[src/rtl/bmr_loader_pkg.sv]
// Shared types and constants for the glyph bitmap loader that feeds the match accelerator.
package bmr_loader_pkg;

  localparam int WORD_W      = 32;
  localparam int BMR_W       = 1536;
  localparam int NUM_WORDS   = BMR_W / WORD_W;
  localparam int ADDR_STRIDE = 4;

  typedef enum logic [2:0] {
    ST_IDLE,
    ST_FETCH,
    ST_FIRE,
    ST_WAIT,
    ST_DONE,
    ST_DRAIN
  } state_e;

endpackage

[src/rtl/bmr_shift_assembler.sv]
// Word-serial shift register that assembles a wide bitmap, first word ending up in the MSBs.
// Also used by the debug dump path, so it keeps its own enable/clear interface.
module bmr_shift_assembler #(
  parameter int WORD_W = bmr_loader_pkg::WORD_W,
  parameter int BMR_W  = bmr_loader_pkg::BMR_W
) (
  input  logic              clk,
  input  logic              clr_i,
  input  logic              shift_en_i,
  input  logic [WORD_W-1:0] word_i,
  output logic [BMR_W-1:0]  bmr_o
);

  logic [BMR_W-1:0] bmr_q, bmr_d;

  always_comb begin
    bmr_d = bmr_q;
    if (clr_i) begin
      bmr_d = '0;
    end else if (shift_en_i) begin
      bmr_d = {bmr_q[BMR_W-WORD_W-1:0], word_i};
    end
  end

  // NOTE: this is a flop array, not a RAM, so a clear is legal; the accelerator
  // expects an all-zero bitmap after reset, which is why it is cleared at all.
  always_ff @(posedge clk) begin
    bmr_q <= bmr_d;
  end

  assign bmr_o = bmr_q;

endmodule

[src/rtl/bmr_loader.sv]
// Fetches a glyph bitmap word by word, starts the match accelerator and latches its result.
// Optional watchdog on the accelerator wait is built when BMR_LOADER_TIMEOUT_EN is defined.
module bmr_loader #(
  parameter int WORD_W         = bmr_loader_pkg::WORD_W,
  parameter int BMR_W          = bmr_loader_pkg::BMR_W,
  parameter int ADDR_W         = 32,
  parameter int TIMEOUT_CYCLES = 4096
) (
  input  logic              clk,
  input  logic              rst,
  input  logic              go,
  input  logic [ADDR_W-1:0] base_addr,
  output logic              busy,
  output logic              done,
  output logic              err,
  output logic              mem_req,
  output logic [ADDR_W-1:0] mem_addr,
  input  logic [WORD_W-1:0] mem_rdata,
  input  logic              mem_valid,
  output logic [BMR_W-1:0]  bmr,
  output logic              acc_start,
  input  logic              acc_finish,
  input  logic [15:0]       acc_note,
  input  logic [15:0]       acc_length,
  output logic [15:0]       note_out,
  output logic [15:0]       length_out
);
  import bmr_loader_pkg::*;

  localparam int WORDS = BMR_W / WORD_W;
  localparam int CNT_W = $clog2(WORDS + 1);

  state_e              state_q, state_d;
  logic [ADDR_W-1:0]   addr_q, addr_d;
  logic [CNT_W-1:0]    cnt_q, cnt_d;
  logic [15:0]         note_q, note_d;
  logic [15:0]         len_q, len_d;
  logic                shift_en;
  logic                timeout_hit;

  // NOTE: every signal gets a default before the case so no path leaves one unassigned (no latches).
  always_comb begin
    state_d  = state_q;
    addr_d   = addr_q;
    cnt_d    = cnt_q;
    note_d   = note_q;
    len_d    = len_q;
    shift_en = 1'b0;
    unique case (state_q)
      ST_IDLE: begin
        if (go) begin
          state_d = ST_FETCH;
          addr_d  = base_addr;
          cnt_d   = '0;
        end
      end
      ST_FETCH: begin
        if (mem_valid) begin
          shift_en = 1'b1;
          addr_d   = addr_q + ADDR_W'(ADDR_STRIDE);
          cnt_d    = cnt_q + CNT_W'(1);
          if (cnt_q == CNT_W'(WORDS - 1)) state_d = ST_FIRE;
        end
      end
      ST_FIRE:  state_d = ST_WAIT;
      ST_WAIT: begin
        if (acc_finish) begin
          note_d  = acc_note;
          len_d   = acc_length;
          state_d = ST_DONE;
        end else if (timeout_hit) begin
          state_d = ST_DRAIN;
        end
      end
      ST_DONE:  state_d = ST_DRAIN;
      ST_DRAIN: begin
        // A finish level still high from this run must not be seen as the next result.
        if (!acc_finish) state_d = ST_IDLE;
      end
      default:  state_d = ST_IDLE;
    endcase
  end

  // NOTE: sequential state uses non-blocking assignments so all flops update together.
  always_ff @(posedge clk) begin
    if (rst) begin
      state_q <= ST_IDLE;
      addr_q  <= '0;
      cnt_q   <= '0;
      note_q  <= '0;
      len_q   <= '0;
    end else begin
      state_q <= state_d;
      addr_q  <= addr_d;
      cnt_q   <= cnt_d;
      note_q  <= note_d;
      len_q   <= len_d;
    end
  end

`ifdef BMR_LOADER_TIMEOUT_EN
  localparam int TMO_W = $clog2(TIMEOUT_CYCLES + 1);
  logic [TMO_W-1:0] tmo_q;

  // Held at zero outside WAIT, so it restarts from zero on every entry to WAIT.
  always_ff @(posedge clk) begin
    if (rst || state_q != ST_WAIT) tmo_q <= '0;
    else                           tmo_q <= tmo_q + TMO_W'(1);
  end

  assign timeout_hit = (state_q == ST_WAIT) && (tmo_q == TMO_W'(TIMEOUT_CYCLES - 1));
  assign err         = timeout_hit && !acc_finish;
`else
  logic unused_timeout;
  assign unused_timeout = ^TIMEOUT_CYCLES;
  assign timeout_hit    = 1'b0;
  assign err            = 1'b0;
`endif

  bmr_shift_assembler #(
    .WORD_W (WORD_W),
    .BMR_W  (BMR_W)
  ) u_asm (
    .clk        (clk),
    .clr_i      (rst),
    .shift_en_i (shift_en),
    .word_i     (mem_rdata),
    .bmr_o      (bmr)
  );

  assign busy       = (state_q != ST_IDLE);
  assign mem_req    = (state_q == ST_FETCH);
  assign mem_addr   = addr_q;
  assign acc_start  = (state_q == ST_FIRE);
  assign done       = (state_q == ST_DONE);
  assign note_out   = note_q;
  assign length_out = len_q;

endmodule

[config.mk]
export PLATFORM = sky130hd
export DESIGN_NAME = bmr_loader
export DESIGN_NICKNAME = d
export VERILOG_FILES = /design/src/rtl/bmr_loader_pkg.sv /design/src/rtl/bmr_shift_assembler.sv /design/src/rtl/bmr_loader.sv
export SDC_FILE = /design/constraint.sdc
export NUM_CORES = 2
export LEC_CHECK = 0
export CAP_MARGIN = 20
export CORE_AREA = 2 2 664 666
export DETAILED_ROUTE_END_ITERATION = 12
export DIE_AREA = 0 0 666 668
export SLEW_MARGIN = 20
export SYNTH_ARGS = -nofsm -noshare
export SYNTH_HDL_FRONTEND = slang
export SYNTH_SLANG_ARGS = --single-unit
[constraint.sdc]
create_clock -name clk -period 4.1 [get_ports clk]
set_input_delay 0.41 -clock clk [delete_from_list [all_inputs] [get_ports clk]]
set_output_delay 0.41 -clock clk [all_outputs]
set_load 0.03 [all_outputs]
==> Flow_metrics.wiki <==
{| class="wikitable"
! Metric !! Value
|-
| Status || finished, final reports clean
|-
| Largest family of logic cells by synthesized area || simple AND/OR/NAND/NOR gates
|-
| Pin count of the biggest net entering global routing || 178
|-
| Clock latency of the later-clocked register in the worst-skew pair || slightly below 900 ps
|-
| Switching power share of the total || 24.91%
|-
| Clock buffers created by TritonCTS || 192
|-
| Sequential cell area || 32210 µm²
|-
| Critical path buffers and inverters || 1
|-
| Post-Synthesis Cell Area || between 50000 and 60000 µm²
|-
| Overall overflow remaining after global route || 0
|-
| Number of synthesized register bits || ~1.6k
|-
| Lkg Pwr || 26.38 nW
|-
| Clock network power share || just over 50%
|-
| Maximum clock skew at final layout || 64.32 ps
|-
| Post-CTS setup buffer count || 0
|-
| Number of input and output port buffers inserted || between 1.5k and 2k
|-
| Count of clock tree sinks || around 1.6k
|-
| Post-synthesis average cell area || 7.842 µm²
|-
| Minimum clock period || 3304 ps
|-
| Startpoint types || register
|-
| Global routing met1 resource utilization || 18.71%
|-
| Total I/O pin count || 1706
|-
| Most common cell after layout, fill and taps aside || nand2_1
|-
| Crit share post-route || between 80% and 90%
|-
| Final routed wirelength across all metal layers || 365.5 mm
|-
| Routed wirelength normalized by instance count || 25.10 µm
|-
| Worst-path maximum fanout || 13
|-
| Met2 Resource Use GR || between 20% and 30%
|-
| Share of flip-flops with an asynchronous set or reset || 0%
|-
| Post-Place Cells || 14.17k
|-
| Final setup vio count || 0
|-
| Routing layer with the top usage in global route || met2
|-
| Number of warnings reported in the yosys synthesis log || 0
|-
| Signal arrival time at the worst endpoint || 2890 ps
|-
| Distinct cells, synth || 59
|-
| Die ar. || roughly 440000 µm²
|-
| Vias || 55.84k
|-
| Cells after synthesis || 7132
|-
| CTS H-tree depth || 4
|-
| Setup slack after layout || 795.6 ps
|-
| Post-route worst hold slack || 83.51 ps
|-
| Placeable core region || 437200 µm²
|-
| Max transition margin || slightly below 20%
|-
| Crit path largest cell delay || approximately 960 ps
|-
| Required @ worst endpoint || between 3000 and 4000 ps
|-
| Worst-case setup slack after placement || 1021 ps
|-
| Most frequent cells in the layout || nand2_1 (3175), clkdlybuf4s50_1 (1692), dfxtp_1 (1609), a21oi_1 (1595), clkbuf_16 (193)
|-
| Type of the most critical hold path || in2reg
|-
| Number of buffers between clock root and the deepest sink || 4
|-
| Sequence of cells on the critical path || nor3b_1, clkdlybuf4s50_1
|-
| CTS tree || yes
|-
| Overall routing resource usage || 15.45%
|-
| Synthesized-area fraction occupied by ao, oa, aoi and oai cells || 14.97%
|-
| Global Route met3 Usage || 5.470%
|-
| Drc violations || 0
|-
| Clock Pin Slew Worst Setup and Hold Paths || 60 ps
|-
| Net count after synthesis || 7235
|-
| Sort of element at the end of the critical path || output pin
|-
| Total count of hold-check failures in the final report || 0
|-
| Post-synthesis share of cell area spent on and, or, nand and nor gates || 22.67%
|-
| Pin slew with the least headroom to its limit || 1204 ps
|-
| Std-Cell Rows || 243
|-
| Vias in the first global route || between 50k and 60k
|-
| Cell type of the slowest stage on the worst timing path || clkdlybuf4s50_1
|-
| Worst setup path class || reg2out
|-
| Final non-filler cell total || 14.56k
|-
| CTS Root Buffer Type || clkbuf_16
|-
| First-pass detailed-route iteration total || 6
|-
| Maximum clock frequency || approximately 300 MHz
|-
| XOR/XNOR share of the synthesized area || 0.06264%
|-
| Effective utilization at floorplan || 12.79%
|-
| Initial antenna violation count || 58
|-
| Global-route wire length before repair || 470.4 mm
|-
| Fraction of power consumed by sequential logic || between 40 and 50%
|-
| Vias per Instance || 3.834
|-
| Slew Viols, Final || 0
|-
| Setup repair after global routing missed its margin || no
|-
| Die span in y || ~670 µm
|-
| Total power || 35.37 mW
|-
| CP delay by family, top || buffers and inverters
|-
| Max capacitance violation total || 0
|-
| Total negative slack for setup checks || 0 ps
|-
| Share of total power in combinational logic || between 4 and 5%
|-
| Count of flip-flops with a built-in enable after synthesis || 0
|-
| Post-CTS sizing || 0
|-
| Cell-internal power || 26.56 mW
|-
| Placed wire-length estimate after detailed placement || 296.4 mm
|-
| Initial DRC Count || 5530
|-
| Register area share after synthesis || 57.59%
|-
| Horizontal die dimension || 666 µm
|-
| Predominant post-synthesis flop cell || dfxtp_1
|-
| Post-DRT Antenna Nets || 0
|-
| GPL Wtd Cong || 0.9326
|-
| Adder-cell share of the synthesized area || less than 1%
|-
| Share of synthesized area spent on multiplexers || 0.1834%
|-
| Layout overhead on the synthesized area || 54.11%
|-
| Fill count || 48.58k
|-
| Nets || 8739
|-
| Power density cells || 410.4 nW/µm²
|-
| Fraction of layout instances using a drive strength above 1 || 5.336%
|-
| Switching power summed over all nets || 8.812 mW
|-
| Worst IR drop on VDD || 0.3720 mV
|-
| Multi-input logic area || 21250 µm²
|}
-- logic make-up (layout without fill, tap and decap cells) --
logic type / count (synthesis) / count (layout)
mux: 10 / 10
compound gates: 1651 / 1651
fa+ha+maj: 2 / 2
flops: 1609 / 1609
buf+inv: 553 / 2210
xor+xnor: 4 / 4
other cells: 1 / 17
simple gates: 3302 / 3302
-- what timing repair did --
action | CTS | global route
endpoints found under the hold margin | 32 | 0
setup endpoints to repair | 0 | 0
hold buffers | 32 | 0
-- registers in the layout, indices dropped and copies added (netlist names) --
name	flops
length_out	16
u_asm.bmr_o	1536
cnt_q	6
mem_addr	32
note_out	16
state_q	3
-- Yosys cell counts (10+ instances only) --
master | number | area, µm²
dfxtp_1 | 1609 | 32210
nor2_1 | 24 | 90.09
o22ai_1 | 10 | 62.56
buf_2 | 119 | 595.6
a21oi_1 | 1595 | 7983
o21ai_0 | 11 | 55.05
nand3_1 | 24 | 120.1
clkbuf_1 | 365 | 1370
nor3_1 | 12 | 60.06
buf_6 | 10 | 112.6
buf_4 | 53 | 397.9
nand2_1 | 3176 | 11920
-- final cells by class --
type | instances | share of cell area [%]
Inverter | 6 | 0.02613
Sequential cell | 1609 | 37.37
Multi-Input combinational cell | 4970 | 24.65
Clock inverter | 79 | 1.195
Clock buffer | 268 | 6.476
Tap cell | 5757 | 8.357
Timing Repair Buffer | 1857 | 21.88
Antenna cell | 16 | 0.04645
-- final timing paths --
check                                      from  cells past startpoint                        endpoint  slack, ps
setup / recovery        state_q[2]$_SDFFE_PP0P_                      2                            done        800
hold / removal                              rst                      2  u_asm.bmr_o[1230]$_SDFFE_PP0P_         80
setup reg to reg        state_q[0]$_SDFFE_PP0P_                      8   u_asm.bmr_o[471]$_SDFFE_PP0P_       1100
hold reg to reg   u_asm.bmr_o[417]$_SDFFE_PP0P_                      2   u_asm.bmr_o[449]$_SDFFE_PP0P_        410
-- power groups by stage --
stage / registers, mW / clock network [mW] / logic, mW
floorplan: 16.1 / 0 / 0.769
global placement: 16.1 / 0 / 1.54
detailed placement: 16.1 / 0 / 1.54
CTS: 15.8 / 18.5 / 1.57
global route: 15.8 / 19.1 / 1.65
finish: 15.8 / 18.1 / 1.55
-- worst register-to-register path, stage by stage, from the launching register on --
cell and delay [ps]:
dfxtp_1 590, or3b_1 430, inv_2 260, and2_4 500, buf_12 230, buf_12 240
buf_4 390, nand2_1 120, a21oi_1 130
-- metrics by stage --
step	instance area, µm²	util, %
global placement	79240	18.12
detailed placement	79230	18.12
floorplan	55930	-
finish	86190	19.71
global route	86170	19.71
CTS	86160	19.71
-- per-layer routing --
layer	share of wire, %	vias to the layer above
met1	40	27180
met5	0.0077	-
met2	47	2119
met3	9.6	436
li1	-	26100
met4	3.3	4
Note: power is estimated with default switching activity, not from simulation.
